### src/rtl/riscv_isa_pkg.sv
// RV32M/RV64M shared definitions: divide opcode enum and M-ext decode helpers.
// Imported by the divide sequencer and the decoder that issues to it.
package riscv_isa_pkg;

  // Values match funct3[1:0] of the M-ext divide encodings.
  typedef enum logic [1:0] {
    DIV_OP_DIV  = 2'd0,
    DIV_OP_DIVU = 2'd1,
    DIV_OP_REM  = 2'd2,
    DIV_OP_REMU = 2'd3
  } div_op_t;

  localparam logic [6:0] OPC_OP    = 7'b0110011;
  localparam logic [6:0] OPC_OP_32 = 7'b0111011;
  localparam logic [6:0] F7_MULDIV = 7'b0000001;

  function automatic logic is_div_insn(input logic [31:0] insn);
    return ((insn[6:0] == OPC_OP) || (insn[6:0] == OPC_OP_32)) &&
           (insn[31:25] == F7_MULDIV) && insn[14];
  endfunction

  function automatic div_op_t div_op_of(input logic [2:0] funct3);
    return div_op_t'(funct3[1:0]);
  endfunction

endpackage

### src/rtl/r5p_div_step.sv
// One restoring divide step: {rem,q[msb]} - |b|, keep or restore, shift in q bit.
// Ports: rem_i/quo_i/dvs_i current remainder, quotient shifter, divisor; rem_o/quo_o next.
module r5p_div_step #(
  parameter int XLEN = 32
) (
  input  logic [XLEN-1:0] rem_i,
  input  logic [XLEN-1:0] quo_i,
  input  logic [XLEN-1:0] dvs_i,
  output logic [XLEN-1:0] rem_o,
  output logic [XLEN-1:0] quo_o
);

  logic [XLEN+1:0] diff;

  // Top bit of diff is the borrow; restored value fits XLEN bits since it is < |b|.
  always_comb begin
    diff  = {1'b0, rem_i, quo_i[XLEN-1]} - {2'b00, dvs_i};
    rem_o = diff[XLEN+1] ? {rem_i[XLEN-2:0], quo_i[XLEN-1]}
                         : diff[XLEN-1:0];
    quo_o = {quo_i[XLEN-2:0], ~diff[XLEN+1]};
  end

endmodule

### src/rtl/r5p_div_seq.sv
// Iterative DIV/DIVU/REM/REMU (+W) sequencer, one quotient bit per clk, req/rsp handshake.
// Ports: clk, rst (sync, low), kill, req_vld/rdy/op/wrd, rs1, rs2, rsp_vld/rdy/dat.
module r5p_div_seq
  import riscv_isa_pkg::*;
#(
  parameter int   XLEN    = 32,
  parameter logic CFG_DZF = 1'b0
) (
  input  logic            clk,
  input  logic            rst,
  input  logic            kill,
  input  logic            req_vld,
  output logic            req_rdy,
  input  div_op_t         req_op,
  input  logic            req_wrd,
  input  logic [XLEN-1:0] rs1,
  input  logic [XLEN-1:0] rs2,
  output logic            rsp_vld,
  input  logic            rsp_rdy,
  output logic [XLEN-1:0] rsp_dat
);

  localparam int CW = $clog2(XLEN) + 1;

  typedef logic [1:0] div_state_t;
  localparam div_state_t S_IDLE = 2'd0;
  localparam div_state_t S_CALC = 2'd1;
  localparam div_state_t S_FIX  = 2'd2;
  localparam div_state_t S_DONE = 2'd3;

  div_state_t      state_q, state_d;
  logic [CW-1:0]   cnt_q, cnt_d;
  logic [XLEN-1:0] rem_q, rem_d;
  logic [XLEN-1:0] quo_q, quo_d;
  logic [XLEN-1:0] dvs_q, dvs_d;
  logic [XLEN-1:0] res_q, res_d;
  logic            qneg_q, qneg_d;
  logic            rneg_q, rneg_d;
  logic            isrem_q, isrem_d;
  logic            wrd_q, wrd_d;

  logic [XLEN-1:0] step_rem, step_quo;
  logic            wrd, sgn, is_rem;
  logic            a_neg, b_neg, b_zero;
  logic [XLEN-1:0] a_ext, b_ext, a_abs, b_abs;
  logic [XLEN-1:0] q_fix, r_fix;

  function automatic logic [XLEN-1:0] sx32(input logic [31:0] v);
    return XLEN'($signed(v));
  endfunction

  function automatic logic [XLEN-1:0] ext32(input logic [31:0] v,
                                            input logic s);
    return s ? sx32(v) : XLEN'(v);
  endfunction

  function automatic logic [XLEN-1:0] fin(input logic [XLEN-1:0] v,
                                          input logic w);
    return w ? sx32(v[31:0]) : v;
  endfunction

  r5p_div_step #(.XLEN(XLEN)) u_step (
    .rem_i (rem_q),
    .quo_i (quo_q),
    .dvs_i (dvs_q),
    .rem_o (step_rem),
    .quo_o (step_quo)
  );

  // Accept-cycle operand conditioning. |MIN| lands on 2^(XLEN-1) unsigned.
  always_comb begin
    wrd    = (XLEN == 64) && req_wrd;
    sgn    = (req_op == DIV_OP_DIV) || (req_op == DIV_OP_REM);
    is_rem = (req_op == DIV_OP_REM) || (req_op == DIV_OP_REMU);
    a_ext  = wrd ? ext32(rs1[31:0], sgn) : rs1;
    b_ext  = wrd ? ext32(rs2[31:0], sgn) : rs2;
    a_neg  = sgn && a_ext[XLEN-1];
    b_neg  = sgn && b_ext[XLEN-1];
    a_abs  = a_neg ? -a_ext : a_ext;
    b_abs  = b_neg ? -b_ext : b_ext;
    b_zero = (b_ext == '0);
  end

  always_comb begin
    q_fix = qneg_q ? -quo_q : quo_q;
    r_fix = rneg_q ? -rem_q : rem_q;
  end

  always_comb begin
    state_d = state_q;
    cnt_d   = cnt_q;
    rem_d   = rem_q;
    quo_d   = quo_q;
    dvs_d   = dvs_q;
    res_d   = res_q;
    qneg_d  = qneg_q;
    rneg_d  = rneg_q;
    isrem_d = isrem_q;
    wrd_d   = wrd_q;
    unique case (state_q)
      S_IDLE: begin
        if (req_vld && !kill) begin
          // Word dividend is left-aligned so 32 steps consume it.
          rem_d   = '0;
          quo_d   = wrd ? a_abs << (XLEN - 32) : a_abs;
          dvs_d   = b_abs;
          qneg_d  = (a_neg ^ b_neg) && !b_zero;
          rneg_d  = a_neg;
          isrem_d = is_rem;
          wrd_d   = wrd;
          cnt_d   = wrd ? CW'(31) : CW'(XLEN - 1);
          if (CFG_DZF && b_zero) begin
            res_d   = fin(is_rem ? a_ext : '1, wrd);
            state_d = S_DONE;
          end else begin
            state_d = S_CALC;
          end
        end
      end
      S_CALC: begin
        rem_d = step_rem;
        quo_d = step_quo;
        if (cnt_q == '0) begin
          state_d = S_FIX;
        end else begin
          cnt_d = cnt_q - 1'b1;
        end
      end
      S_FIX: begin
        res_d   = fin(isrem_q ? r_fix : q_fix, wrd_q);
        state_d = S_DONE;
      end
      S_DONE: begin
        if (rsp_rdy) state_d = S_IDLE;
      end
      default: state_d = S_IDLE;
    endcase
    if (kill) state_d = S_IDLE;
  end

  always_ff @(posedge clk) begin
    if (!rst) begin
      state_q <= S_IDLE;
      cnt_q   <= '0;
      rem_q   <= '0;
      quo_q   <= '0;
      dvs_q   <= '0;
      res_q   <= '0;
      qneg_q  <= 1'b0;
      rneg_q  <= 1'b0;
      isrem_q <= 1'b0;
      wrd_q   <= 1'b0;
    end else begin
      state_q <= state_d;
      cnt_q   <= cnt_d;
      rem_q   <= rem_d;
      quo_q   <= quo_d;
      dvs_q   <= dvs_d;
      res_q   <= res_d;
      qneg_q  <= qneg_d;
      rneg_q  <= rneg_d;
      isrem_q <= isrem_d;
      wrd_q   <= wrd_d;
    end
  end

  assign req_rdy = (state_q == S_IDLE);
  assign rsp_vld = (state_q == S_DONE);
  assign rsp_dat = res_q;

endmodule
### config.mk
export PLATFORM = sky130hd
export DESIGN_NAME = r5p_div_seq
export DESIGN_NICKNAME = d
export VERILOG_FILES = /design/src/rtl/riscv_isa_pkg.sv /design/src/rtl/r5p_div_step.sv /design/src/rtl/r5p_div_seq.sv
export SDC_FILE = /design/constraint.sdc
export NUM_CORES = 1
export LEC_CHECK = 0
export CORE_AREA = 2 2 145 147
export DETAILED_ROUTE_END_ITERATION = 6
export DIE_AREA = 0 0 147 149
export GPL_TIMING_DRIVEN = 1
export HOLD_SLACK_MARGIN = 0.12
export PLACE_DENSITY = 0.74
export SLEW_MARGIN = 20
export SYNTH_ARGS = -nofsm -noshare
export SYNTH_HDL_FRONTEND = slang
export SYNTH_HIERARCHICAL = 1
export SYNTH_SLANG_ARGS = --single-unit
### constraint.sdc
create_clock -name clk -period 6.1 [get_ports clk]
set_input_delay 1.22 -clock clk [delete_from_list [all_inputs] [get_ports clk]]
set_output_delay 1.22 -clock clk [all_outputs]
set_load 0.1 [all_outputs]
-- After elaboration in Yosys (flattened, before gate mapping)
Cells that the tools add are included.
- register bits: 139
- bits in latches: 0
- bits in writable memories: 0
- bits in read-only memories: 0
- input port bits: 72
- output and inout bits: 34
- word-level logic and storage cells: 62
- memories: 0
- add/sub/neg operators: 6
- multiply operators: 0
- div/mod/pow operators: 0
- $lt $le $gt $ge: 0
- equality and inequality tests: 9
- shift-type cells: 0
- multiplexer cells: 17
- bitwise operators: 3
- reduce and logical (&&, ||, !) cells: 18
- operators by type and width (operator ; number):
    32-bit two-way mux ; 8
    32-bit negation ; 4
    32-bit case mux with 2 select lines ; 2
    33-bit by 32-bit subtractor with 34-bit output ; 1
    32-bit zero test ; 1
    6-bit two-way mux ; 2
    6-bit case mux with 2 select lines ; 1
    2-bit equality test (second input constant) ; 4
    2-bit case mux with 4 select lines ; 1
    6-bit zero test ; 1
    2-bit two-way mux ; 3
    3-bit AND reduction ; 2
    6-bit by 1-bit subtractor with 6-bit output (second input constant) ; 1
    1-bit logical AND ; 4
    2-bit zero test ; 2
    2-bit by 1-bit != test with 1-bit output (second input constant) ; 2
    2-bit != test (second input constant) ; 2
    2-bit AND reduction ; 2
    2-bit by 1-bit equality test with 1-bit output (second input constant) ; 1
    1-bit zero test ; 2
    1-bit logical OR ; 2
    1-bit inverter ; 2
    2-bit nonzero test ; 1
    2-bit OR reduction ; 1
    1-bit bitwise XOR ; 1

-- Longest topological paths before layout
Gate-level depths: netlist of run 1.
- word-level depth: 6
- depth in mapped cells: 14
- mapped depth without buffers: 13

-- Cells and area by module
Netlist of run 1, hierarchy kept.
- by module, submodules not included (module ; times used ; cells each ; area an instance (um2) ; seq. area each (um2)):
    r5p_div_seq ; 1 ; 1010 ; 8099.0 ; 2782.7
    r5p_div_step ; 1 ; 404 ; 2662.6 ; 0.0

-- Least setup slack after synthesis of run 1
Ideal clock, no wire load.
- path kind: input to register
- from: input port rs2[10]
- to: register dvs_q[28]
- setup time: 0.133 ns
- arrival: 3.074 ns
- required time: 5.967 ns
- slack: 2.894 ns
- stages on the path: 7
- buffers on the path: 1
- path through: or4_1 > nor4b_1 > clkbuf_1 > nand2_1 > o31ai_1 > xor2_1 > a21oi_1
- longest elaborated chain between the ends: 2
- ends and longest elaborated chain (item ; line ; source):
    from (decl) ; r5p_div_seq.sv:17 ; input logic [XLEN-1:0] rs2,
    32-bit negation ; r5p_div_seq.sv:80 ; b_abs = b_neg ? -b_ext : b_ext;
    32-bit two-way mux ; r5p_div_seq.sv:80 ;
    to (signal assigned) ; r5p_div_seq.sv:158 ; dvs_q <= dvs_d;
    to (decl) ; r5p_div_seq.sv:35 ; logic [XLEN-1:0] dvs_q, dvs_d;
Every way passes these cells.
A chain may end at the register's enable or synchronous reset.

-- Worst setup path in the final report of run 1
- from: input port rs2[16]
- to: register qneg_q
- longest elaborated chain between the ends: 3
- ends and longest elaborated chain (item ; line ; source):
    32-bit zero test ; r5p_div_seq.sv:81 ; b_zero = (b_ext == '0);
    1-bit zero test ; r5p_div_seq.sv:107 ; qneg_d = (a_neg ^ b_neg) && !b_zero;
    1-bit logical AND ; r5p_div_seq.sv:107 ;
    to (signal assigned) ; r5p_div_seq.sv:160 ; qneg_q <= qneg_d;
    to (decl) ; r5p_div_seq.sv:37 ; logic qneg_q, qneg_d;
Every way passes these cells.

==> out/qor.csv, run 1 <==
stage,metric,value,unit
status,status,completed,
grt,met1_usage,38.5,%
logic_synthesis,synth_cell_types,89,
routing,antenna_left,0,
timing,slew_headroom,29.3,%
timing,tns,0,ns
logic_synthesis,synth_top_area_cell,dfxtp_1,
clock_network,htree_levels,4,
floorplan,io_pins,106,
clock_network,post-cts-setup-buffers,0,
logic_synthesis,yosysTopAreaCellShare,25.9,%
layout,seq_area,0.00278,mm²
power_and_ir_drop,p_per_area,220,mW/mm²
power_and_ir_drop,p_leak,0.00470,µW
logic_synthesis,syn_area_per_cell,7.61,µm²
routing,routedWlPerCell,17.4,µm
logic_synthesis,synth_area_leaders,"dfxtp_1 (26%), xnor2_1 (6.3%), a21oi_1 (5.0%)",
floorplan,start_util,52.3,%
logic_synthesis,yosys-top-cells-count,"dfxtp_1 (139), nand2_1 (139), nor2_1 (115)",
floorplan,dieArea,0.0219,mm²
logic_synthesis,yosysSeqAreaShare,25.9,%
floorplan,die_y,149,µm
logic_synthesis,synth-main-ff-cell,dfxtp_1,
layout,antenna_cells,0,
logic_synthesis,ys_ff_latch,139,
grt,antenna_found_initial,0,
layout,stdcell_count,1716,
worst_setup_path,slowest_delay,0.72,ns
timing,tightest_slew,1.06,ns
timing,finalCritPeriodShare,60.6,%
worst_setup_path,crit_path_start_kind,input pin,
routing,first_pass_iters,6,
grt,use_met3,4.28,%
routing,routed_wl,29900,µm
worst_setup_path,crit_arrival,3.98,ns
logic_synthesis,synth-edff-count,0,
grt,met2_usage,42.9,%
worst_hold_path,hold_depth,2,
grt,grt_pass1_wl,48700,µm
layout,layout-drive-gt1-share,6.18,%
logic_synthesis,yosysWarnings,6,
routing,via_per_inst,6.06,
logic_synthesis,netlist_instances,1414,
grt,grt_use_total,27.3,%
clock_network,clock_sinks,139,
grt,grt_max_degree,63,
placed_design,dpl_cell_area,0.0116,mm²
clock_network,clk_latency,0.43,ns
layout,fin_nets,1543,
timing,clock_skew,0.00639,ns
floorplan,placementRows,53,
layout,final_area,0.0123,mm²
timing,drv_slew,0,
logic_synthesis,synthArstFlopShare,0,%
timing,layout_min_cycle_time,3.70,ns
worst_setup_path,setup.worst_path.end_class,flop,
layout,n_fill_cell,1892,
timing,final_hold_viol_count,0,
worst_setup_path,cp_slowest_cell,o311ai_0,
worst_setup_path,reg2reg_depth,11,
worst_setup_path,crit_chain,clkdlybuf4s50_1 -> or4_1 -> nor4_1 -> nand2_1 -> o311ai_0 -> a21oi_1,
worst_setup_path,worstPathRequired,6.39,ns
layout,multi_input_area,0.00711,mm²
placed_design,io_buffers,104,
clock_network,cts_buffers,17,
floorplan,die_w,147,µm
power_and_ir_drop,ir_drop,0.184,mV
placed_design,dp_cells,1684,
logic_synthesis,netlist_area,0.0108,mm²
placed_design,post-dp-hpwl,22200,µm
floorplan,design.core.area,0.0206,mm²
timing,report.final.setup_viol,0,
grt,grt_pass1_vias,9431,
layout,syn_to_final_growth,14.3,%
worst_setup_path,path_max_fanout,5,
clock_network,cts.repair.resized,0,
logic_synthesis,synth_fp_nets,1529,
grt,grt.overflow.total,0,
worst_hold_path,hold_class,flop to flop,
placed_design,gp_congestion,0.933,
timing,rsz0062_at_grt,no,
worst_setup_path,crit_type,input pin to flop,
grt,busiest_layer,met2,
routing,drt-initial-drc-count,909,
routing,vias,10400,
power_and_ir_drop,finalPower,2710,µW
run,maxCapViolations,0,
clock_network,clk_pin_slew,0.06,ns
timing,max_freq,270,MHz
clock_network,clk_path_buf_depth,2,
routing,drc,0,
clock_network,cts_root_buf,clkbuf_16,
clock_network,cts_tree,yes,
clock_network,cts_hold_buf,0,
-- kinds of logic after synthesis --
kind of cell	count (synthesis)	synth area share [%]
flip-flops	139	25.9
AO/OA/AOI/OAI	465	29.2
XOR/XNOR	136	11.1
multiplexers	14	1.42
buffers and inverters	191	8.16
adder cells (fa/ha/maj)	43	5.07
AND/OR/NAND/NOR	426	19.2
-- state kept, by name, indices dropped and copies added (netlist names) --
signal   cells
qneg_q       1
rsp_dat     32
rneg_q       1
rem_q       32
cnt_q        6
dvs_q       32
quo_q       32
isrem_q      1
state_q      2
-- placed cells by master, fill, tap and decap left out, types with 24 or more instances in the layout --
cell / netlist / final
a211oi_1: 24 / 24
a31oi_1: 31 / 31
clkdlybuf4s50_1: 0 / 103
a22oi_1: 32 / 32
xnor2_1: 78 / 78
o21ai_0: 85 / 85
nor2_1: 115 / 115
nand2_1: 139 / 139
o211ai_1: 30 / 30
dfxtp_1: 139 / 139
or3_1: 29 / 29
xor2_1: 58 / 58
a21oi_1: 108 / 107
ha_1: 42 / 42
inv_1: 65 / 64
o31ai_1: 35 / 35
nand3_1: 25 / 25
-- power breakdown --
part	internal [µW]	leakage [µW]	switching, µW
clock	767	0.000325	406
combinational	225	0.00324	327
sequential	945	0.00113	42.2
total	1940	0.00470	775
-- cell type report --
class                      instances  area share, %
multi-input combinational       1084           57.8
timing repair buffer             118           9.27
tap                              275           2.80
sequential                       139           22.6
clock inverter                    11           1.54
clock buffer                      21           3.91
inverter                          68           2.07
-- layer usage --
metal | vias to the layer above | share of wire, % | wire length [µm]
li1 | 5151 | - | -
met1 | 4864 | 46 | 13900
met2 | 338 | 44 | 13300
met3 | 45 | 6.6 | 1980
met4 | 0 | 2.5 | 741
met5 | - | 0 | 0
-- worst paths after layout --
kind	start	endpoint	slack, ns
setup / recovery	rs2[16]	qneg_q	2.40
hold / removal	dvs_q[18]	dvs_q[18]	0.45
setup reg to reg	rem_q[0]	rem_q[31]	2.66
hold reg to reg	dvs_q[18]	dvs_q[18]	0.45
-- metrics by stage --
step / util, % / hold slack, ns / setup slack [ns]
after global placement: 56.6 / 0.443 / 2.05
final: 59.8 / 0.453 / 2.40
after global routing: 59.8 / 0.485 / 2.21
after floorplan: - / 0.432 / 2.89
after detailed placement: 56.6 / 0.452 / 1.99
after CTS: 59.8 / 0.459 / 2.42
-- critical path, delay by kind of cell --
kind            cells  cell delay (ns)
compound gates      2             0.87
simple gates        3             1.42
buf+inv             1             0.47
Power figures use the tool's default switching activity.
==> run 2, diff against run 1 <==
- CORE_AREA: 2 2 145 147 -> 2 2 146 148
- DIE_AREA: 0 0 147 149 -> 0 0 148 150
- PLACE_DENSITY: 0.74 -> 0.76
- clock period: 6.1 -> 3.4 ns (I/O delays scaled with it)
==> run 2 against run 1 <==
  * Via count is 3.4% higher
  * Combinational power is 80% higher
  * Register-to-register slack got worse by 2.4 ns
  * Clock power grew 60%
  * Non-clock buffer count grew 24
  * Sequential power rose by 80%
==> out/qor.csv, run 2 (synthesis results as in run 1) <==
stage,metric,value,unit,change
placed_design,dpl_cell_area,0.0118,mm²,was 0.0116 mm²
grt,grt_pass1_vias,9690,,was 9431
worst_setup_path,path_max_fanout,9,,was 5
clock_network,clock_sinks,139,,unchanged
clock_network,cts_tree,yes,,unchanged
floorplan,die_y,150,µm,was 149 µm
floorplan,placementRows,53,,unchanged
timing,drv_slew,0,,unchanged
floorplan,io_pins,106,,unchanged
layout,final_common_cell,nand2_1,,
layout,layout-drive-gt1-share,9.90,%,was 6.18%
worst_setup_path,crit_arrival,3.42,ns,was 3.98 ns
worst_setup_path,critPathBufInv,1,,unchanged
clock_network,cts_hold_buf,0,,unchanged
power_and_ir_drop,ir_drop,0.380,mV,was 0.184 mV
worst_hold_path,hold_class,flop to flop,,unchanged
routing,routed_wl,30300,µm,was 29900 µm
layout,fin_nets,1567,,was 1543
timing,rsz0062_at_grt,no,,unchanged
timing,hold_slack,0.451,ns,was 0.453 ns
clock_network,clk_pin_slew,0.06,ns,about the same
routing,routedWlPerCell,17.4,µm,about the same
clock_network,clk_path_buf_depth,2,,unchanged
layout,final_util,59.7,%,was 59.8%
layout,syn_to_final_growth,14.8,%,was 14.3%
status,status,completed,,unchanged
timing,tns,0,ns,unchanged
timing,final_hold_viol_count,0,,unchanged
worst_setup_path,cp_top_family,compound AO/OA/AOI/OAI gates,,was simple AND/OR/NAND/NOR gates
layout,seq_area,0.00278,mm²,about the same
routing,antenna_left,0,,unchanged
layout,multi_input_area,0.00711,mm²,unchanged
run,maxCapViolations,0,,unchanged
placed_design,io_buffers,104,,unchanged
worst_setup_path,crit_cells,8,,was 6
grt,grt.overflow.total,0,,unchanged
clock_network,cts_root_buf,clkbuf_16,,unchanged
timing,max_freq,323,MHz,
placed_design,post-dp-hpwl,22500,µm,was 22200 µm
timing,finalCritPeriodShare,91.0,%,
routing,drt-initial-drc-count,917,,was 909
grt,grt_pass1_wl,49200,µm,was 48700 µm
floorplan,die_w,148,µm,was 147 µm
clock_network,cts.repair.resized,0,,unchanged
worst_setup_path,cp_slowest_cell,or3b_2,,was o311ai_0
routing,first_pass_iters,5,,was 6
worst_setup_path,crit_path_start_kind,flop,,was input pin
timing,slew_headroom,35.7,%,was 29.3%
timing,report.final.setup_viol,0,,unchanged
floorplan,design.core.area,0.0207,mm²,was 0.0206 mm²
routing,via_per_inst,6.18,,was 6.06
worst_setup_path,setup.worst_path.end_class,flop,,unchanged
grt,antenna_found_initial,0,,unchanged
clock_network,clk_latency,0.43,ns,about the same
grt,grt_use_total,27.2,%,was 27.3%
worst_setup_path,crit_type,flop to flop,,was input pin to flop
worst_setup_path,crit_chain,inv_1 -> ha_1 -> or3b_2 -> a2111o_1 -> or3_1 -> o41ai_1 -> xor2_1 -> a2111oi_2,,was clkdlybuf4s50_1 -> or4_1 -> nor4_1 -> nand2_1 -> o311ai_0 -> a21oi_1
grt,grt_max_degree,56,,was 63
layout,layout_common_cells,"nand2_1 (139), dfxtp_1 (138), nor2_1 (115), a21oi_1 (107), o21ai_0 (85)",,"was nand2_1 (139), dfxtp_1 (139), nor2_1 (115), a21oi_1 (107), clkdlybuf4s50_1 (103)"
placed_design,dp_cells,1708,,was 1684
routing,drc,0,,unchanged
power_and_ir_drop,p_leak,0.00486,µW,was 0.00470 µW
layout,antenna_cells,0,,unchanged
clock_network,htree_levels,4,,unchanged
clock_network,cts_buffers,17,,unchanged
worst_setup_path,reg2reg_depth,8,,was 11
timing,tightest_slew,0.961,ns,was 1.06 ns
layout,stdcell_count,1740,,was 1716
layout,final_area,0.0124,mm²,was 0.0123 mm²
worst_hold_path,hold_depth,2,,unchanged
routing,vias,10700,,was 10.4k
timing,clock_skew,0.00942,ns,was 0.00639 ns
floorplan,start_util,52.0,%,was 52.3%
placed_design,gp_congestion,0.961,,was 0.933
timing,layout_min_cycle_time,3.09,ns,
clock_network,post-cts-setup-buffers,0,,unchanged
layout,n_fill_cell,1899,,was 1892
worst_setup_path,slowest_delay,0.58,ns,was 0.72 ns
floorplan,dieArea,0.0222,mm²,was 0.0219 mm²
worst_setup_path,worstPathRequired,3.72,ns,was 6.39 ns
power_and_ir_drop,p_per_area,375,mW/mm²,was 220 mW/mm²
run 2: layer usage:
metal  global-route usage, %  up-vias  part of all wire [%]
met5                       0        -                     0
met4                    8.76        0                   2.3
met3                    4.54       45                   5.6
met2                    43.9      378                    46
met1                    37.3     5132                    46
li1                        -     5193                     -
run 2: worst paths after layout:
check        slack (ns)     endpoint       from
max reg2reg        0.31  rsp_dat[30]   quo_q[1]
min reg2reg        0.45    dvs_q[17]  dvs_q[17]
min                0.45    dvs_q[17]  dvs_q[17]
max                0.31  rsp_dat[30]   quo_q[1]
run 2: layout make-up:
type | count | area share [%]
clock inverter | 12 | 1.12
clock buffer | 20 | 3.62
sequential | 139 | 22.5
timing repair buffer | 142 | 10.3
tap | 275 | 2.78
multi-input combinational | 1084 | 57.5
inverter | 68 | 2.07
run 2: report_power, final:
group          switching (µW)  internal (µW)
clock network             764           1110
logic                     578            414
registers                81.5           1690
run 2: worst reg2reg max path: cells and delay by family, from the launching register on:
kind,cells,cell delay [ns]
compound gates,3,1.25
xor+xnor,1,0.14
fa+ha+maj,1,0.17
buf+inv,1,0.10
flops,1,0.34
simple gates,2,0.99
run 2: through the flow:
stage,worst slack [ns],total power [µW]
after floorplan,0.596,2510
after global placement,0.162,2760
after detailed placement,0.102,2780
after CTS,0.305,4640
after global routing,0.0710,4840
final,0.306,4640
==> run 3, diff against run 2 <==
- CORE_AREA: 2 2 146 148 -> 2 2 145 147
- CTS_BUF_LIST: unset -> sky130_fd_sc_hd__clkbuf_8
- DIE_AREA: 0 0 148 150 -> 0 0 147 149
- PLACE_DENSITY: 0.76 -> 0.77
- SKIP_CTS_REPAIR_TIMING: unset -> 1
==> run 3 against run 2 <==
  * Global-route usage increased by 0.22 points
  * Routed wire length grew 0.15%
  * Clock power decreased by 25%
  * Utilization is 0.49 points lower
  * Via count fell by 1.0%
  * Highest routed layer unchanged
==> out/qor.csv, run 3 (synthesis results as in run 1) <==
stage,metric,value,unit,change
layout,antenna_cells,0,,unchanged
routing,first_pass_iters,5,,unchanged
worst_setup_path,critPathBufInv,1,,unchanged
floorplan,placementRows,53,,unchanged
layout,fin_nets,1570,,was 1567
clock_network,clk_pin_slew,0.08,ns,was 0.06 ns
layout,syn_to_final_growth,13.1,%,was 14.8%
grt,antenna_found_initial,0,,unchanged
worst_setup_path,setup.worst_path.end_class,flop,,unchanged
clock_network,cts_root_buf,clkbuf_8,,was clkbuf_16
floorplan,die_y,149,µm,was 150 µm
worst_hold_path,hold_path.startpoint,dvs_q[18],,was dvs_q[17]
floorplan,design.core.area,0.0206,mm²,was 0.0207 mm²
worst_setup_path,reg2reg_depth,11,,was 8
grt,grt.overflow.total,0,,unchanged
worst_setup_path,cp_top_family,compound AO/OA/AOI/OAI gates,,unchanged
worst_setup_path,crit_chain,ha_1 -> nor2b_1 -> o2111a_1 -> o21ai_1 -> a311oi_2 -> nor3_4 -> inv_2 -> and4b_1 -> a211oi_2 -> a22oi_1 -> nor2_1,,was inv_1 -> ha_1 -> or3b_2 -> a2111o_1 -> or3_1 -> o41ai_1 -> xor2_1 -> a2111oi_2
routing,drc,0,,unchanged
floorplan,die_w,147,µm,was 148 µm
power_and_ir_drop,pwr-share-clk,33.7,%,was 40.3%
power_and_ir_drop,switchingPower,1320,µW,was 1420 µW
floorplan,start_util,52.3,%,was 52.0%
grt,grt_pass1_vias,9569,,was 9690
layout,n_fill_cell,1925,,was 1899
worst_hold_path,worstHoldEndpoint,dvs_q[18],,was dvs_q[17]
power_and_ir_drop,p_comb_share,23.9,%,was 21.4%
worst_hold_path,hold_class,flop to flop,,unchanged
worst_setup_path,crit_arrival,3.48,ns,was 3.42 ns
worst_setup_path,reg2reg_from,rem_q[0],,was quo_q[1]
clock_network,clk_path_buf_depth,2,,unchanged
placed_design,gp_congestion,0.948,,was 0.961
routing,routedWlPerCell,17.5,µm,was 17.4 µm
worst_setup_path,slowest_delay,0.52,ns,was 0.58 ns
timing,tns,0,ns,unchanged
layout,stdcell_count,1741,,was 1740
clock_network,htree_levels,4,,unchanged
layout,layout_common_cells,"nand2_1 (139), dfxtp_1 (139), nor2_1 (115), a21oi_1 (107), o21ai_0 (85)",,"was nand2_1 (139), dfxtp_1 (138), nor2_1 (115), a21oi_1 (107), o21ai_0 (85)"
power_and_ir_drop,seq_power_share,42.4,%,was 38.3%
timing,report.final.setup_viol,0,,unchanged
timing,layout_min_cycle_time,3.07,ns,was 3.09 ns
worst_hold_path,hold_depth,2,,unchanged
grt,grt_use_total,27.5,%,was 27.2%
timing,tightest_slew,0.962,ns,was 0.961 ns
routing,routed_wl,30400,µm,was 30300 µm
placed_design,io_buffers,104,,unchanged
timing,max_freq,325,MHz,was 323 MHz
clock_network,cts_tree,yes,,unchanged
power_and_ir_drop,p_sw_share,31.7,%,was 30.7%
power_and_ir_drop,p_leak,0.00477,µW,was 0.00486 µW
layout,layout-drive-gt1-share,9.96,%,was 9.90%
worst_setup_path,r2r-end,rem_q[31],,was rsp_dat[30]
routing,antenna_left,0,,unchanged
clock_network,clk_latency,0.46,ns,was 0.43 ns
timing,finalCritPeriodShare,90.4,%,was 91.0%
clock_network,cts_buffers,17,,unchanged
routing,via_per_inst,6.11,,was 6.18
timing,rsz0062_at_grt,no,,unchanged
power_and_ir_drop,intPower,2860,µW,was 3210 µW
floorplan,dieArea,0.0219,mm²,was 0.0222 mm²
floorplan,io_pins,106,,unchanged
routing,drt-initial-drc-count,1041,,was 917
routing,vias,10600,,was 10.7k
worst_setup_path,crit_path_start_kind,flop,,unchanged
run,maxCapViolations,0,,unchanged
timing,slew_headroom,35.7,%,about the same
power_and_ir_drop,ir_drop,0.247,mV,was 0.380 mV
worst_setup_path,path_max_fanout,14,,was 9
worst_setup_path,worstPathRequired,3.80,ns,was 3.72 ns
timing,drv_slew,0,,unchanged
grt,grt_pass1_wl,49000,µm,was 49200 µm
placed_design,dp_cells,1711,,was 1708
clock_network,clock_sinks,139,,unchanged
worst_setup_path,cp_slowest_cell,dfxtp_1,,was or3b_2
timing,final_hold_viol_count,0,,unchanged
placed_design,post-dp-hpwl,23000,µm,was 22500 µm
grt,grt_max_degree,61,,was 56
worst_setup_path,r2r_slack,0.33,ns,was 0.31 ns
power_and_ir_drop,p_per_area,343,mW/mm²,was 375 mW/mm²
timing,clock_skew,0.0109,ns,was 0.00942 ns
status,status,completed,,unchanged
worst_setup_path,crit_type,flop to flop,,unchanged
==> run 3: cell count changes in the layout (fill, tap and decap cells not counted), moves of 2 or more <==
cell / previous run / this run
buf_12: 3 / 1
buf_4: 68 / 72
clkbuf_1: 2 / 0
clkbuf_16: 17 / 0
clkbuf_8: 1 / 19
inv_6: 3 / 0
==> run 3: final cells by class <==
class                      instances  area [µm²]  area share [%]
multi-input combinational       1084        7110            58.4
tap                              275         344            2.83
clock buffer                      19         262            2.15
inverter                          68         255            2.10
clock inverter                    11         146            1.20
timing repair buffer             145        1280            10.5
sequential                       139        2780            22.9
==> run 3: per-stage QoR <==
stage	total power, µW	util, %	hold slack [ns]	setup WS (ns)	cell area [µm²]
final	4180	59.2	0.463	0.325	12200
after global routing	4360	59.2	0.493	0.0860	12200
after CTS	4170	59.2	0.467	0.355	12200
after detailed placement	2780	57.2	0.458	0.163	11800
after global placement	2770	57.2	0.443	0.228	11800
after floorplan	2510	-	0.432	0.596	10800
==> run 3: how the worst max path moves through the flow <==
| stage | depth (start not counted) | slack, ns | to | from |
|---|---|---|---|---|
| 6_report | 11 | 0.33 | rem_q[31] | rem_q[0] |
| 3_5_place_dp | 7 | 0.16 | dvs_q[31] | rs2[8] |
| 4_1_cts | 11 | 0.35 | rem_q[29] | rem_q[0] |
| 2_1_floorplan | 9 | 0.60 | rsp_dat[30] | quo_q[1] |
| 3_3_place_gp | 7 | 0.23 | dvs_q[31] | rs2[8] |
| 5_1_grt | 11 | 0.09 | rem_q[29] | rem_q[3] |
==> run 3: tightest hold or removal path, cell delays in order (launching register included) <==
cell     delay (ns)
dfxtp_1        0.32
nand2_1        0.05
a21oi_1        0.05
==> run 3: power groups by stage <==
| stage | clock network [µW] | logic, µW | registers, µW |
|---|---|---|---|
| 5_1_grt | 1490 | 1090 | 1780 |
| 2_1_floorplan | 0 | 720 | 1790 |
| 4_1_cts | 1420 | 984 | 1770 |
| 6_report | 1410 | 1000 | 1770 |
| 3_3_place_gp | 0 | 967 | 1800 |
| 3_5_place_dp | 0 | 979 | 1810 |
==> run 3: routing by layer <==
| layer | vias to the layer above | share of wire [%] | track usage, % | routed length [µm] |
|---|---|---|---|---|
| li1 | 5196 | - | - | - |
| met1 | 5000 | 47 | 39.1 | 14300 |
| met2 | 389 | 44 | 42.9 | 13400 |
| met3 | 53 | 6.1 | 3.24 | 1860 |
| met4 | 0 | 2.7 | 10.1 | 808 |
| met5 | - | 0 | 0 | 0 |
